`config.mk`:
```
export PLATFORM = sky130hd
export DESIGN_NAME = buffer_stream_ctrl
export DESIGN_NICKNAME = d
export VERILOG_FILES = /design/src/rtl/memory_buffer_pkg.sv /design/src/rtl/axis_byte_out_reg.sv /design/src/rtl/buffer_stream_ctrl.sv
export SDC_FILE = /design/constraint.sdc
export NUM_CORES = 1
export LEC_CHECK = 0
export BUFFER_PORTS_ARGS = -buffer_cell sky130_fd_sc_hd__buf_4
export CAP_MARGIN = 20
export CORE_UTILIZATION = 57
export CTS_CLUSTER_SIZE = 20
export DETAILED_ROUTE_END_ITERATION = 8
export MAX_ROUTING_LAYER = met4
export PLACE_DENSITY = 0.85
export SYNTH_ARGS = -nofsm -noshare
export SYNTH_HDL_FRONTEND = slang
export SYNTH_SLANG_ARGS = --single-unit
```
`constraint.sdc`:
```
create_clock -name clk -period 5.56 [get_ports clk]
set_clock_uncertainty 0.1 [all_clocks]
set_input_delay 0.834 -clock clk [delete_from_list [all_inputs] [get_ports clk]]
set_output_delay 0.834 -clock clk [all_outputs]
set_load 0.02 [all_outputs]
```
`src/rtl/memory_buffer_pkg.sv`:
```
// rtl/memory_buffer_pkg.sv - shared state encoding and counter width for the buffer stream controller
package memory_buffer_pkg;

  localparam logic [1:0] ST_FILL  = 2'd0;
  localparam logic [1:0] ST_DRAIN = 2'd1;
  localparam logic [1:0] ST_FLUSH = 2'd2;

  localparam int FRAME_CNT_W = 16;

endpackage

```
`src/rtl/axis_byte_out_reg.sv`:
```
// rtl/axis_byte_out_reg.sv - registered byte stream output stage, loads when empty or when its beat leaves
module axis_byte_out_reg (
  input  logic       clk,
  input  logic       rst_n,
  input  logic       load,
  input  logic [7:0] load_data,
  input  logic       load_last,
  output logic       can_load,
  output logic [7:0] tdata,
  output logic       tvalid,
  output logic       tlast,
  input  logic       tready
);

  assign can_load = !tvalid || tready;

  always_ff @(posedge clk) begin
    if (!rst_n) begin
      tdata  <= 8'd0;
      tvalid <= 1'b0;
      tlast  <= 1'b0;
    end else if (load && can_load) begin
      tdata  <= load_data;
      tvalid <= 1'b1;
      tlast  <= load_last;
    end else if (tvalid && tready) begin
      // tdata is kept; only the valid/last qualifiers drop once the beat is taken
      tvalid <= 1'b0;
      tlast  <= 1'b0;
    end
  end

endmodule

```
`src/rtl/buffer_stream_ctrl.sv`:
```
// rtl/buffer_stream_ctrl.sv - fills a byte RAM from an input stream, then drains it as one framed output stream
module buffer_stream_ctrl
  import memory_buffer_pkg::*;
#(
  parameter int NUM_FRAMES = 1024,
  parameter int ADDR_WIDTH = $clog2(NUM_FRAMES),
  parameter int LEN        = NUM_FRAMES
) (
  input  logic                   clk,
  input  logic                   rst_n,
  input  logic [7:0]             s_axis_tdata,
  input  logic                   s_axis_tvalid,
  output logic                   s_axis_tready,
  output logic [7:0]             m_axis_tdata,
  output logic                   m_axis_tvalid,
  input  logic                   m_axis_tready,
  output logic                   m_axis_tlast,
  output logic                   mem_we,
  output logic [ADDR_WIDTH-1:0]  mem_addr,
  output logic [7:0]             mem_wdata,
  input  logic [7:0]             mem_rdata,
  output logic [FRAME_CNT_W-1:0] frame_count
);

  localparam logic [ADDR_WIDTH-1:0] LAST_IDX = ADDR_WIDTH'(LEN - 1);

  logic [1:0]             state;
  logic [ADDR_WIDTH-1:0]  wr_ptr;
  logic [ADDR_WIDTH-1:0]  rd_ptr;
  logic                   s_ready_q;
  logic [FRAME_CNT_W-1:0] frame_cnt;
  logic                   out_can_load;
  logic                   out_load;
  logic                   out_accept;

  assign s_axis_tready = s_ready_q;
  assign mem_we        = s_axis_tvalid && s_ready_q;
  assign mem_wdata     = s_axis_tdata;
  assign frame_count   = frame_cnt;
  assign out_load      = (state == ST_DRAIN) && out_can_load;
  assign out_accept    = m_axis_tvalid && m_axis_tready;

  // The RAM has a single port, so the address follows whichever phase owns it.
  always_comb begin
    mem_addr = '0;
    case (state)
      ST_FILL:  mem_addr = wr_ptr;
      ST_DRAIN: mem_addr = rd_ptr;
      default:  mem_addr = '0;
    endcase
  end

  always_ff @(posedge clk) begin
    if (!rst_n) begin
      state     <= ST_FILL;
      wr_ptr    <= '0;
      rd_ptr    <= '0;
      s_ready_q <= 1'b0;
      frame_cnt <= '0;
    end else begin
      case (state)
        ST_FILL: begin
          s_ready_q <= !(mem_we && wr_ptr == LAST_IDX);
          if (mem_we) begin
            if (wr_ptr == LAST_IDX) begin
              state  <= ST_DRAIN;
              rd_ptr <= '0;
            end else begin
              wr_ptr <= wr_ptr + 1'b1;
            end
          end
        end
        ST_DRAIN: begin
          if (out_load) begin
            if (rd_ptr == LAST_IDX) begin
              state <= ST_FLUSH;
            end else begin
              rd_ptr <= rd_ptr + 1'b1;
            end
          end
        end
        ST_FLUSH: begin
          // Only the tlast beat can be pending here; its acceptance closes the frame.
          if (out_accept) begin
            state     <= ST_FILL;
            wr_ptr    <= '0;
            s_ready_q <= 1'b1;
            frame_cnt <= frame_cnt + 1'b1;
          end
        end
        default: begin
          state     <= ST_FILL;
          wr_ptr    <= '0;
          s_ready_q <= 1'b0;
        end
      endcase
    end
  end

  axis_byte_out_reg u_out_reg (
    .clk       (clk),
    .rst_n     (rst_n),
    .load      (out_load),
    .load_data (mem_rdata),
    .load_last (rd_ptr == LAST_IDX),
    .can_load  (out_can_load),
    .tdata     (m_axis_tdata),
    .tvalid    (m_axis_tvalid),
    .tlast     (m_axis_tlast),
    .tready    (m_axis_tready)
  );

endmodule

```
Yosys cells after proc, flatten, opt, wreduce, memory -nomap -nowiden
Cells that the tools add are included.

cells by class
  add/sub/neg operators = 3
  eq/ne operators = 11
  mux-type cells = 21
  bitwise operators = 1
  reductions and logical operators = 16

operators by type and width
  operator               count
  $mux 10                7
  $pmux 10 s2            2
  $pmux 10 s3            1
  $add 10x1->10 const B  2
  $eq 10x10->1 const B   2
  $add 16x1->16 const B  1
  $mux 2                 5
  $ne 2x2->1 const B     5
  $reduce_and 5->1       2
  $pmux 2 s3             1
  $logic_and 1x1->1      5
  $mux 1                 4
  $ne 2x1->1 const B     2
  $reduce_and 2->1       2
  $reduce_and 4->1       1
  $reduce_bool 2->1      2
  $pmux 1 s3             1
  $eq 2x1->1 const B     1
  $eq 2x2->1 const B     1
  $logic_not 1->1        2
  $logic_not 2->1        1
  $logic_or 1x1->1       1
  $not 1->1              1

word-level totals
  flip-flop bits (word level) = 49
  input bits = 20
  output and inout bits = 46
  word-level logic and storage cells = 60

Logic depth before layout (Yosys ltp)
  depth after elaboration = 5
  depth in mapped cells = 7

Cells and area by module
Synthesis repeated with hierarchy kept, for this count alone.

unflattened totals
  cell total of the unflattened synthesis = 299
  area total of the unflattened synthesis = 2,670.1 um^2

modules (own cells, without submodules)
  module              instances  cells an instance  area an instance (um^2)  seq. area each (um^2)
  buffer_stream_ctrl  1          253                2,264.7                  780.7
  axis_byte_out_reg   1          46                 405.4                    200.2

Least setup slack after synthesis
OpenSTA, ideal clock, no wires.

  path type = register to output
  start point = register state[0]
  end point = output port mem_addr[0]
  arrival = 1.352 ns
  required time = 4.626 ns
  setup slack = 3.274 ns
  cell stages (with the launch flop) = 5
  path buffers = 2
  cell sequence = dfxtp_1 -> buf_6 -> clkbuf_1 -> mux2i_1 -> nor2_1

between the ends
  cells in the longest elaborated chain, start to end = 2

ends and longest elaborated chain
  element                                               RTL line                  text
  start: declaration                                    buffer_stream_ctrl.sv:27  logic [1:0] state;
  start signal: assignment                              buffer_stream_ctrl.sv:55  state <= ST_FILL;
  start signal: assignment                              buffer_stream_ctrl.sv:66  state <= ST_DRAIN;
  start signal: assignment                              buffer_stream_ctrl.sv:76  state <= ST_FLUSH;
  $eq 2x1->1 / $logic_not 2->1 (equally long branches)  buffer_stream_ctrl.sv:46  case (state)
  $pmux 10 s2 *                                         buffer_stream_ctrl.sv:46
  end: declaration                                      buffer_stream_ctrl.sv:19  output logic [ADDR_WIDTH-1:0] mem_addr,

Every way passes the cells marked *; elsewhere a longest branch is shown, timed or not.

Final worst setup path
  start point = register state[0]
  end point = output port mem_addr[8]

Same word-level chain as after synthesis.

==> impl_summary.md <==
Outcome
The flow ran to the end, and the final reports show no timing, DRC or antenna violations.

Worst setup path
STA classifies the critical path endpoint as a primary output. On the worst path, the slowest cell contributes a delay of 880 ps. The critical path goes through mux2i_1 > nor2_1 > buf_4. Along the worst path, the maximum fanout reaches 22. The number of cell instances on the worst register-to-register path is 4. The required time at the endpoint of the critical path is 4630 ps. The kind of start point of the critical path is a flop. The critical path is of the reg2out type. Among all stages on the critical path, the largest delay is contributed by dfxtp_1.

The critical path data arrival time is 1750 ps.

Drt
The remaining routing DRC violations is 0. Using the TritonRoute via totals, the vias-per-cell ratio works out to 6.10. The via count of the routed design is 2472. The amount of wire on met2 after detailed routing is 2790 um. The routed design uses 362 um of met3 wire. The wire length on met1 is 2740 um.

The first routing iteration left 150 violations. Once detail routing completed, the nets flagged for antenna violations numbered 0. The number of search-and-repair iterations in the first detailed-routing pass is 5. The total wirelength of the detailed-routed design is 5960 um. In the final routed layout, each cell accounts on average for 14.7 um. The top layer used by detailed routing is met4.

Power and ir drop
Power spread over the standard cell area amounts to 212 nW/um^2. The switching power is 134 uW. The proportion of power drawn by the clock network is 41.1%. Combinational logic is responsible for 3.9% of the overall power. The switching share of power is 20.8%. The highest ir drop seen on vdd is 0.131 mV. The internal power is 508 uW.

The proportion of power drawn by flip-flops and latches is 55.0%. In this run the static leakage power is 1.15 nW.

Logic synthesis
The post-synthesis instance total is 321. The most common cell in the synthesized netlist is dfxtp_1. For this run, asynchronously set or reset flops after synthesis account for 0%. The sequential element share of the synthesized area is 37.6%. Summing every instance area after synthesis gives 2610 sq um. The commonest cells after synthesis are dfxtp_1, nand2_1, a21oi_1.

The mean instance size in the synthesized netlist is 8.12 sq um. The most used flip-flop cell after synthesis is dfxtp_1. The flip-flop and latch count after synthesis is 49. By area the synthesized netlist is led by dfxtp_1, a21oi_1, nand2_1. The biggest area contributor in the post-synthesis netlist is dfxtp_1. The share of synthesized area in the top cell type comes to 37.6%. The total of warnings raised by yosys is 0. Counting every net in the synthesized netlist gives 344. The number of distinct library cell variants in the gate-level netlist after synthesis is 47.

Counting flops with a built-in enable in the synthesized netlist gives 0.

CTS
The number of hold buffers added after CTS was 0. The clock buffer count from CTS is 5. The clock slew at the register clock pins of the worst setup and hold paths is 90 ps.

The H-tree generated during clock tree synthesis spans 2 levels. At the later pin of the worst-skew pair, clock insertion delay measures 310 ps. TritonCTS built the clock tree. Once the clock tree was built, the resizer swapped 0 gates to a different size.

The longest clock path from root to sink contains 2 buffers. The number of sinks on the clock net is 49. The cell sitting at the root of the clock tree is a clkbuf_8. In this run the post-CTS setup repair buffer count came out at 0.

Floorplan
The total die area is 4850 sq um. The number of cell rows is 24. 66 I/O pins were placed. The total area inside the core boundary comes to 4380 sq um. For this configuration, the core starts out at a cell density of 59.4%.

The die is 69.6 um tall. The die boundary width is 69.6 um.

Timing
In the post-route analysis, the smallest setup slack over all paths is 2880 ps. Setup violations remaining at the end of the flow were counted as 0. The total count of max-transition violations in the final report is 0. Measured against its own limit, the worst slew margin works out to 32.7%.

Of the available clock period, the critical path in the final layout requires 48.2%. At the pin with the least slew margin, the transition time is 1010 ps. The hold violation total from the final report is 0. After routing, the total negative slack on setup checks comes to 0 ps. The routed design could run at a clock period as short as 2680 ps.

The maximum clock rate is 373 MHz. Setup repair after global routing left no endpoint under its margin.

Place
The routability congestion estimate from global placement is 0.916. Timing analysis after detailed placement gives a worst setup slack of 2890 ps. Buffers placed on the I/O ports in this run total 49. The sum of net half-perimeters after detailed placement is 4110 um.

Cells and area
In the final layout, flip-flops and latches occupy 981 sq um. Compared with the post-synthesis result, the final layout area differs by 16.0%. The area used by multi-input combinational logic is 1450 sq um. The final-layout fill cell count is 368. The fraction of final layout cells sized beyond drive strength 1 is 18.7%.

For this run, the post-layout net count is 375. The number of diodes added for antenna fixing is 0.

Global routing
The overall global routing resource usage is 25.6%. The first global-routing pass estimated 9960 um of wire. After global routing the overflow that remains totals 0. The via count of the first global-routing pass is 2185. Entering global routing, the biggest net connects 33 pins. The number of antenna violations at the first check in global routing was 0.

Hold path
The number of stages on the worst hold path is 2. The worst hold path belongs to the class reg2reg.

Run
The max-capacitance violation count is 0.
[power groups by stage]
stage	sequential (mW)	clock [mW]	combinational, mW
after floorplan	0.361	0	0.0211
final	0.353	0.264	0.0250
after global routing	0.354	0.282	0.0269
after detailed placement	0.361	0	0.0245
after CTS	0.353	0.270	0.0246
after global placement	0.361	0	0.0241
[layout make-up]
| class | count | share of cell area, % |
|---|---|---|
| well taps | 52 | 2.15 |
| flip-flops and latches | 49 | 32.5 |
| repair buffers | 51 | 12.6 |
| multi-input cells | 238 | 48.1 |
| inverters | 7 | 0.869 |
| clock buffers | 7 | 2.86 |
| clock inverters | 1 | 0.993 |
[cells by family after synthesis]
kind of cell	synth area share, %
AOI/OAI and AO/OA	16.9
buffers and inverters	6.58
DFF	37.6
xor gates and xnor gates	2.69
muxes	4.99
and+or+nand+nor	29.8
adders and majority gates	1.44
[cells in the final DEF (no fill, tap or decap), types with 2 or more instances in the layout]
cell      Yosys  routed
clkbuf_8      0       6
xor2_1        2       2
nor4_1        4       4
and2_1        2       2
xnor2_1       6       6
nor2b_1       2       2
mux2i_1      13      13
nor2_1       23      23
dfxtp_1      49      49
a31oi_1       4       4
o31ai_1       7       7
nand2_1      38      38
nor3_1        4       4
and4_1        3       3
o31a_1        2       2
o21ai_0      12      12
nand3_1      15      15
or4_1         7       7
a211oi_1      3       3
nand4_1       9       9
and3_1        6       6
or3_1         9       9
nor3b_1       3       3
buf_4         9      50
inv_1         7       7
o221a_2       2       2
ha_1          3       3
and4b_1       2       2
a21oi_1      33      33
or2_2         2       2
o211ai_1      3       3
nand2b_1      6       6
[layer usage]
| layer | vias up | GRT usage, % |
|---|---|---|
| li1 | 1221 | - |
| met1 | 1149 | 33.5 |
| met3 | 8 | 4.22 |
| met5 | - | - |
| met2 | 94 | 39.2 |
| met4 | 0 | 11.3 |
[through the flow]
step                      hold slack (ps)  instance area (sq um)  utilization, %  total power [mW]  std cells
after global routing                  379                   3020            68.9             0.663        405
after CTS                             365                   3020            68.8             0.648        404
after floorplan                       361                   2610               -             0.382        321
final                                 361                   3020            68.9             0.642        405
after global placement                345                   2890            66.0             0.385        395
after detailed placement              353                   2900            66.1             0.386        396
[sequential cells by signal, indices dropped and copies added (netlist names)]
signal / flops
frame_count: 16
rd_ptr: 10
wr_ptr: 10
u_out_reg.tdata: 8
state: 2
s_axis_tready: 1
u_out_reg.tlast: 1
u_out_reg.tvalid: 1
[final timing paths]
path / startpoint / endpoint / slack [ps]
min: u_out_reg.tdata[2] / u_out_reg.tdata[2] / 360
max: state[0] / mem_addr[8] / 2880
max reg2reg: state[0] / rd_ptr[4] / 2920
min reg2reg: u_out_reg.tdata[2] / u_out_reg.tdata[2] / 360
[worst max-delay path, delay by kind of cell (launching register included)]
kind / cells / cell delay [ps]
muxes: 1 / 310
DFF: 1 / 880
buffers and inverters: 1 / 190
and+or+nand+nor: 1 / 60
No activity file was read; power rests on OpenSTA's default activity.
